$ cat src/rtl/prn_chip_sequencer_if.sv
// Seed configuration channel for the PRN chip sequencer.
// The channel controller drives the master side; the sequencer is the slave.
interface prn_chip_sequencer_if;
    logic       cfg_valid;
    logic       cfg_ready;
    logic [0:9] cfg_r0;
    logic [0:9] cfg_r1;

    modport master (output cfg_valid, output cfg_r0, output cfg_r1, input cfg_ready);
    modport slave  (input cfg_valid, input cfg_r0, input cfg_r1, output cfg_ready);
endinterface

$ cat src/rtl/prn_chip_sequencer.sv
// NavIC L1 PRN chip sequencer: holds the R0/R1 seed pair, steps one chip per
// chip_tick while running, and reloads the seeds with an epoch strobe every
// CODE_LEN chips. Register bit 0 is the MSB and the next bit shifted out.
module prn_chip_sequencer #(
    parameter int CODE_LEN = 1800,
    parameter int IDX_W    = 11,
    parameter int EPOCH_W  = 16
) (
    input  logic                  clk,
    input  logic                  rst_n,
    prn_chip_sequencer_if.slave   cfg,
    input  logic                  start,
    input  logic                  stop,
    input  logic                  chip_tick,
    output logic                  chip_out,
    output logic                  chip_valid,
    output logic [IDX_W-1:0]      chip_idx,
    output logic                  epoch,
    output logic [EPOCH_W-1:0]    epoch_cnt,
    output logic                  busy
);

    localparam logic [IDX_W-1:0] LAST_IDX = IDX_W'(CODE_LEN - 1);

    typedef enum logic [0:0] {
        S_IDLE = 1'b0,
        S_RUN  = 1'b1
    } state_t;

    state_t               r_state;
    logic [0:9]           r_seed0;
    logic [0:9]           r_seed1;
    logic [0:9]           r_w0;
    logic [0:9]           r_w1;
    logic [IDX_W-1:0]     r_idx;
    logic                 r_seeded;
    logic                 r_chip_out;
    logic                 r_chip_valid;
    logic [IDX_W-1:0]     r_chip_idx;
    logic                 r_epoch;
    logic [EPOCH_W-1:0]   r_epoch_cnt;
    logic                 r_busy;

    logic                 w_cfg_ready;
    logic                 w_hs;

    // R0 register advance: plain 4-tap linear feedback into bit 9.
    function automatic logic [0:9] step_w0(input logic [0:9] w0);
        return {w0[1:9], w0[5] ^ w0[2] ^ w0[1] ^ w0[0]};
    endfunction

    // R1 register advance: nonlinear term s2 from R0 plus linear taps of both registers.
    function automatic logic [0:9] step_w1(input logic [0:9] w0, input logic [0:9] w1);
        logic s2;
        logic t;
        logic fb;
        s2 = ((w0[5] ^ w0[2]) & (w0[1] ^ w0[0])) ^ ((w0[5] & w0[2]) ^ (w0[1] & w0[0]));
        t  = w0[6] ^ w0[3] ^ w0[2] ^ w0[0];
        fb = s2 ^ t ^ w1[5] ^ w1[2] ^ w1[1] ^ w1[0];
        return {w1[1:9], fb};
    endfunction

    // Seeds are only accepted while idle so a running code is never disturbed.
    assign w_cfg_ready   = (r_state == S_IDLE);
    assign w_hs          = cfg.cfg_valid && w_cfg_ready;
    assign cfg.cfg_ready = w_cfg_ready;

    assign chip_out   = r_chip_out;
    assign chip_valid = r_chip_valid;
    assign chip_idx   = r_chip_idx;
    assign epoch      = r_epoch;
    assign epoch_cnt  = r_epoch_cnt;
    assign busy       = r_busy;

    // Run-state FSM with seed capture, chip stepping, period wrap and registered outputs.
    always_ff @(posedge clk or negedge rst_n) begin
        if (!rst_n) begin
            r_state      <= S_IDLE;
            r_seed0      <= '0;
            r_seed1      <= '0;
            r_w0         <= '0;
            r_w1         <= '0;
            r_idx        <= '0;
            r_seeded     <= 1'b0;
            r_chip_out   <= 1'b0;
            r_chip_valid <= 1'b0;
            r_chip_idx   <= '0;
            r_epoch      <= 1'b0;
            r_epoch_cnt  <= '0;
            r_busy       <= 1'b0;
        end else begin
            case (r_state)
                S_IDLE: begin
                    r_chip_valid <= 1'b0;
                    r_epoch      <= 1'b0;
                    if (w_hs) begin
                        r_seed0  <= cfg.cfg_r0;
                        r_seed1  <= cfg.cfg_r1;
                        r_w0     <= cfg.cfg_r0;
                        r_w1     <= cfg.cfg_r1;
                        r_idx    <= '0;
                        r_seeded <= 1'b1;
                    end
                    // A seed accepted in this same clock counts as seeded.
                    if (start && (r_seeded || w_hs) && !stop) begin
                        r_state     <= S_RUN;
                        r_busy      <= 1'b1;
                        r_epoch_cnt <= '0;
                    end
                end
                S_RUN: begin
                    if (stop) begin
                        // Abort: rewind to the start of the code, drop any coincident tick.
                        r_state      <= S_IDLE;
                        r_busy       <= 1'b0;
                        r_chip_valid <= 1'b0;
                        r_epoch      <= 1'b0;
                        r_w0         <= r_seed0;
                        r_w1         <= r_seed1;
                        r_idx        <= '0;
                    end else if (chip_tick) begin
                        r_chip_out   <= r_w1[0];
                        r_chip_idx   <= r_idx;
                        r_chip_valid <= 1'b1;
                        if (r_idx == LAST_IDX) begin
                            // Period boundary: reload instead of stepping.
                            r_epoch     <= 1'b1;
                            r_w0        <= r_seed0;
                            r_w1        <= r_seed1;
                            r_idx       <= '0;
                            r_epoch_cnt <= r_epoch_cnt + EPOCH_W'(1);
                        end else begin
                            r_epoch <= 1'b0;
                            r_w0    <= step_w0(r_w0);
                            r_w1    <= step_w1(r_w0, r_w1);
                            r_idx   <= r_idx + IDX_W'(1);
                        end
                    end else begin
                        r_chip_valid <= 1'b0;
                        r_epoch      <= 1'b0;
                    end
                end
                default: begin
                    r_state <= S_IDLE;
                    r_busy  <= 1'b0;
                end
            endcase
        end
    end

endmodule
$ cat src/flat_wrapper.sv
// flat-port wrapper written by rule: the top's interface ports become plain ports
module prn_chip_sequencer_flat 
#(
    parameter int CODE_LEN = 1800,
    parameter int IDX_W    = 11,
    parameter int EPOCH_W  = 16
)
  (clk, rst_n, start, stop, chip_tick, chip_out, chip_valid, chip_idx, epoch, epoch_cnt, busy, cfg_cfg_valid, cfg_cfg_r0, cfg_cfg_r1, cfg_cfg_ready);
  prn_chip_sequencer_if cfg_i ();
  input  logic clk;
  input  logic rst_n;
  input  logic start;
  input  logic stop;
  input  logic chip_tick;
  output logic chip_out;
  output logic chip_valid;
  output logic [IDX_W-1:0] chip_idx;
  output logic epoch;
  output logic [EPOCH_W-1:0] epoch_cnt;
  output logic busy;
  input wire logic [$bits(cfg_i.cfg_valid)-1:0] cfg_cfg_valid;
  input wire logic [$bits(cfg_i.cfg_r0)-1:0] cfg_cfg_r0;
  input wire logic [$bits(cfg_i.cfg_r1)-1:0] cfg_cfg_r1;
  output wire logic [$bits(cfg_i.cfg_ready)-1:0] cfg_cfg_ready;
  assign cfg_i.cfg_valid = cfg_cfg_valid;
  assign cfg_i.cfg_r0 = cfg_cfg_r0;
  assign cfg_i.cfg_r1 = cfg_cfg_r1;
  assign cfg_cfg_ready = cfg_i.cfg_ready;
  prn_chip_sequencer #(.CODE_LEN(CODE_LEN), .IDX_W(IDX_W), .EPOCH_W(EPOCH_W)) u_core (.clk(clk), .rst_n(rst_n), .cfg(cfg_i), .start(start), .stop(stop), .chip_tick(chip_tick), .chip_out(chip_out), .chip_valid(chip_valid), .chip_idx(chip_idx), .epoch(epoch), .epoch_cnt(epoch_cnt), .busy(busy));
endmodule
$ cat config.mk
export PLATFORM = sky130hd
export DESIGN_NAME = prn_chip_sequencer_flat
export DESIGN_NICKNAME = d
export VERILOG_FILES = /design/src/rtl/prn_chip_sequencer_if.sv /design/src/rtl/prn_chip_sequencer.sv /design/src/flat_wrapper.sv
export SDC_FILE = /design/constraint.sdc
export NUM_CORES = 1
export LEC_CHECK = 0
export ABC_AREA = 1
export BUFFER_PORTS_ARGS = -buffer_cell sky130_fd_sc_hd__buf_2
export CAP_MARGIN = 10
export CORE_ASPECT_RATIO = 0.7
export CORE_MARGIN = 2
export CORE_UTILIZATION = 40
export DETAILED_ROUTE_END_ITERATION = 10
export PLACE_DENSITY = 0.69
export SLEW_MARGIN = 20
export SYNTH_ARGS = -nofsm -noshare
export SYNTH_HDL_FRONTEND = slang
export SYNTH_SLANG_ARGS = --single-unit
$ cat constraint.sdc
create_clock -name clk -period 1.45 [get_ports clk]
set_input_delay 0.145 -clock clk [delete_from_list [all_inputs] [get_ports clk]]
set_output_delay 0.145 -clock clk [all_outputs]
set_load 0.01 [all_outputs]
# == Word level (Yosys, flattened, before mapping) ==
# Cells that the tools add are included.
# totals
word_cells,85
memories,0
ram_bits,0
reg_bits,84
latchBits,0
rom_bits,0
inputBits,26
output_inout_bits,32
# classes
addsub,2
order_cmp,0
n_shift,0
bitwise,19
n_mux,33
div,0
mul,0
n_eq_ne,8
n_reduce_logical,10
# op_table
operator,n
$mux 10,8
$mux 16,4
$mux 11,4
$pmux 10 s2,2
$pmux 16 s2,1
$pmux 11 s2,1
$add 16x1->16 const B,1
$xor 1x1->1,14
$ne 2x2->1 const B,6
$add 11x1->11 const B,1
$eq 11x11->1 const B,1
$mux 1,9
$pmux 1 s2,4
$reduce_and 2->1,3
$reduce_and 4->1,1
$and 1x1->1,3
$logic_and 1x1->1,3
$ne 3x3->1 const B,1
$reduce_and 3->1,1
$not 1->1,2
$logic_not 1->1,1
$logic_or 1x1->1,1

# == Depth between registers and ports, before layout ==
# depth
ltp_word,12
ltp_mapped,13
ltp_nobuf,13

# == Worst setup path after synthesis ==
# Ideal clock, no wire load.
# synth_timing
kind,reg-to-reg
startpoint,register u_core.r_state
endpoint,"register u_core.r_epoch_cnt[0], in the netlist u_core.epoch_cnt[0]"
setup_time_ps,118
setup_slack_ps,-100
t_required_ps,1332
t_arrival_ps,1432
path_buffers,2
stages_incl_launch_ff,12
period_less_slack_ps,1550
cell_sequence,dfrtp_1 > inv_2 > nand2_2 > inv_2 > or2_4 > nand4_2 > nand2_2 > o21ai_2 > buf_4 > buf_6 > nor2_1 > nor2_2
# synth_via
elab_chain_len,7
elab_cells_between_ends,11
cone_classes,eq/ne (4); mux (1); bitwise (1); reduce/logical (5)
# synth_lines
element,line,source
from (decl),prn_chip_sequencer.sv:30,state_t r_state;
from (signal assigned),prn_chip_sequencer.sv:78,r_state <= S_IDLE;
from (signal assigned),prn_chip_sequencer.sv:106,r_state <= S_RUN;
from (signal assigned),prn_chip_sequencer.sv:114,r_state <= S_IDLE;
$not 1->1 (no source line),-,
$logic_and 1x1->1,prn_chip_sequencer.sv:65,assign w_hs = cfg.cfg_valid && w_cfg_ready;
$logic_or 1x1->1,prn_chip_sequencer.sv:105,if (start && (r_seeded || w_hs) && !stop) begin
$logic_and 1x1->1 (2 in series),prn_chip_sequencer.sv:105,
$ne 2x2->1 (no source line),-,
$reduce_and 4->1 (no source line),-,
to (signal assigned),prn_chip_sequencer.sv:131,r_epoch_cnt <= r_epoch_cnt + EPOCH_W'(1);
to (decl),prn_chip_sequencer.sv:41,logic [EPOCH_W-1:0] r_epoch_cnt;
# Parallel ways exist; a longest one is shown, timed or not.
# A chain may end at the register's enable or synchronous reset.

# == Final worst setup path ==
# layout_timing
startpoint,register u_core.r_idx[3]
endpoint,register u_core.r_w1[1] (netlist name)
# layout_via
elab_chain_len,5
# layout_lines
element,line,source
from (decl),prn_chip_sequencer.sv:35,logic [IDX_W-1:0] r_idx;
from (signal assigned),prn_chip_sequencer.sv:136,r_idx <= r_idx + IDX_W'(1);
$eq 11x11->1,prn_chip_sequencer.sv:125,if (r_idx == LAST_IDX) begin
$mux 10,prn_chip_sequencer.sv:125,
$mux 10,prn_chip_sequencer.sv:121,end else if (chip_tick) begin
$mux 10,prn_chip_sequencer.sv:112,if (stop) begin
$pmux 10 s2,prn_chip_sequencer.sv:92,case (r_state)
to (signal assigned),prn_chip_sequencer.sv:100,r_w1 <= cfg.cfg_r1;
to (signal assigned),prn_chip_sequencer.sv:119,r_w1 <= r_seed1;
to (signal assigned),prn_chip_sequencer.sv:129,r_w1 <= r_seed1;
to (decl),prn_chip_sequencer.sv:34,logic [0:9] r_w1;
# No other way between the ends. The select of a mux whose other input is x is not followed.

==> flow_metrics.env <==
export IMPL_outcome="finished, violations left"
export IMPL_violations="negative setup slack"
export IMPL_crit_required_ns=1.73
export IMPL_slew_violations=0
export IMPL_min_period_ns=1.57
export IMPL_core_area_sq_mm=0.0105
export IMPL_final_hold_violation_count=0
export IMPL_std_cell_rows=31
export IMPL_crit_type="reg2reg"
export IMPL_worstSetupEndpointType="register"
export IMPL_yosys_warnings=0
export IMPL_grt_ovfl_total=0
export IMPL_grt_pass1_wl_microns=18600
export IMPL_start_util_pct=41.5
export IMPL_vias_per_cell=5.01
export IMPL_globalRouteMet2Util_pct=30.9
export IMPL_grt_pass1_vias=4011
export IMPL_use_met1_pct=27.0
export IMPL_nNetsFinal=729
export IMPL_cp_arrival_ns=1.85
export IMPL_hpwl_microns=7430
export IMPL_holdWs_ns=0.00853
export IMPL_grt_use_total_pct=19.9
export IMPL_wl_per_cell_microns=14.3
export IMPL_use_met3_pct=5.30
export IMPL_syn_inst=586
export IMPL_die_h_microns=91.3
export IMPL_synth_fp_nets=616
export IMPL_fin_skew_ns=0.00988
export IMPL_async_flop_share_pct=100
export IMPL_ant_nets=0
export IMPL_min_path_cells=3
export IMPL_seq_area_sq_mm=0.00210
export IMPL_dieArea_sq_mm=0.0117
export IMPL_min_path_type="in2reg"
export IMPL_htree_levels=3
export IMPL_mostFrequentLayoutCells="nand2_1 (179), dfrtp_1 (82), inv_1 (56), buf_2 (56), buf_4 (51)"
export IMPL_ir_worst_vdd_mv=0.629
export IMPL_worstSkewPairLatency_ns=0.35
export IMPL_postSynthAreaPerCell_sq_um=7.42
export IMPL_routed_wl_microns=12000
export IMPL_clock_path_buffers=2
export IMPL_rsz0062_at_grt="yes"
export IMPL_diodes=0
export IMPL_clock_root_buffer="clkbuf_16"
export IMPL_layout_drive_gt1_share_pct=33.0
export IMPL_via_count=4185
export IMPL_slew_limit_headroom_pct=68.1
export IMPL_timing_final_crit_share_pct=108
export IMPL_setup_ws_ns=-0.116
export IMPL_cts_buffers=9
export IMPL_synthToLayoutAreaGrowth_pct=38.9
export IMPL_n_fill_cell=926
export IMPL_leakage_uw=0.00316
export IMPL_dr_first_iter_drc_count=278
export IMPL_reg2reg_setup_slack_ns=-0.12
export IMPL_final_common_cell="nand2_1"
export IMPL_grt_max_degree=85
export IMPL_antenna_found_initial=0
export IMPL_place_ws_ns=-0.134
export IMPL_power_density_mw_per_mm2=1190
export IMPL_globalplace_congestion=0.911
export IMPL_path_clk_slew_ns=0.06
export IMPL_drc=0
export IMPL_fmax_mhz=639
export IMPL_synth_top_flop_cell="dfrtp_1"
export IMPL_ios=58
export IMPL_synth_seq_area_share_pct=48.3
export IMPL_clock_sinks=84
export IMPL_reg2reg_depth=11
export IMPL_finalSetupViolCount=36
export IMPL_synth_area_sq_mm=0.00435
export IMPL_first_pass_iters=5
export IMPL_grt_busiest_layer="met2"
export IMPL_ys_ff_latch=84
export IMPL_cts_tree="yes"
export IMPL_synth_edf_count=0
export IMPL_die_w_microns=129
export IMPL_critPathLaunchType="register"
export IMPL_port_buffers=57
export IMPL_multi_input_area_sq_mm=0.00226
export IMPL_worst_slew_pin_slew_ns=0.478
export IMPL_synth_cell_types=31
export IMPL_drv_cap=0
export IMPL_critPathMaxFanout=11
-- synth_stat cells (all sizes together) (2+ instances only) --
cell | number | share of area, %
buf | 11 | 1.4
ha | 4 | 1.2
xor2 | 10 | 2.0
nand4 | 8 | 1.3
inv | 64 | 5.5
nand3 | 39 | 4.5
clkbuf | 11 | 0.95
o21ai | 52 | 6.1
xnor2 | 6 | 1.2
nor4 | 2 | 0.29
a21oi | 13 | 1.7
nor2 | 48 | 4.4
nor3 | 7 | 0.81
a21o | 4 | 0.69
nand2 | 219 | 19
dfrtp | 84 | 48
-- path summary, 6_finish.rpt --
path,startpoint,to
setup / recovery,u_core.r_idx[3]$_DFFE_PN0P_,u_core.r_w1[1]$_DFFE_PN0P_
hold / removal,cfg_cfg_r0[7],u_core.r_seed0[2]$_DFFE_PN0P_
setup reg to reg,u_core.r_idx[3]$_DFFE_PN0P_,u_core.r_w1[1]$_DFFE_PN0P_
hold reg to reg,u_core.chip_out$_DFFE_PN0P_,u_core.chip_out$_DFFE_PN0P_
max in group asynchronous,rst_n,u_core.epoch_cnt[4]$_DFFE_PN0P_
min in group asynchronous,rst_n,u_core.chip_idx[5]$_DFFE_PN0P_
-- routing by layer --
layer  part of all wire [%]  vias up
met5                      0        -
met4                    1.4        0
met3                    5.0       18
met2                     47      105
met1                     47     1994
li1                       -     2068
-- metrics by stage --
stage	power, uW	TNS (ns)	cell area [sq um]	utilization (%)	std cells
after floorplan	3890	-0.299	4400	-	586
after global placement	4400	-2.06	5180	49.5	804
after detailed placement	4450	-2.61	5180	49.5	804
after CTS	6950	-2.16	5720	54.6	827
after global routing	7610	-6.08	6040	57.7	836
final	7220	-2.29	6040	57.7	836
-- final cells by class --
| class | count | share of cell area [%] |
|---|---|---|
| inverter | 64 | 4.18 |
| clock inverter | 6 | 1.06 |
| multi-input combinational | 416 | 37.5 |
| clock buffer | 10 | 3.95 |
| sequential | 84 | 34.8 |
| timing repair buffer | 124 | 15.8 |
| tap | 132 | 2.73 |
-- cell families (layout without fill, tap and decap cells) --
kind of cell | Yosys count | after routing | synth area share, %
adder cells (fa/ha/maj) | 4 | 4 | 1.15
buffers and inverters | 86 | 204 | 7.85
flip-flops | 84 | 84 | 48.3
AO/OA/AOI/OAI | 70 | 70 | 8.60
AND/OR/NAND/NOR | 326 | 326 | 30.9
XOR/XNOR | 16 | 16 | 3.22
-- timing repair --
item                                    CTS  global route
gates resized for setup                  45            68
setup buffers                             5             8
hold buffers                              1             0
pin swaps                                11            34
cloned                                    1             4
endpoints found under the setup margin   42            52
endpoints found under the hold margin    84             0
-- sequential cells by signal, indices dropped and copies added, names as in the netlist --
signal / count
u_core.r_seeded: 1
u_core.r_seed0: 10
u_core.r_state: 1
u_core.epoch_cnt: 16
u_core.chip_out: 1
u_core.r_idx: 11
u_core.chip_valid: 1
u_core.chip_idx: 11
u_core.r_w0: 10
u_core.r_w1: 10
u_core.busy: 1
u_core.epoch: 1
u_core.r_seed1: 10
-- power breakdown --
group | internal, uW | total (uW) | switching (uW)
logic | 835 | 1980 | 1150
registers | 2650 | 2890 | 245
clock network | 1380 | 2340 | 966
-- critical path: stages, from the launching register on --
cell and delay (ns):
dfrtp_1 0.39, inv_2 0.06, nand4_1 0.13, nor2_2 0.14, buf_4 0.13, nand2_4 0.05, nand2_2 0.13, clkbuf_16 0.19
nand2_1 0.08, nand3_2 0.09, nand3_2 0.07, nand2_1 0.06
No activity file was read; power rests on OpenSTA's default activity.
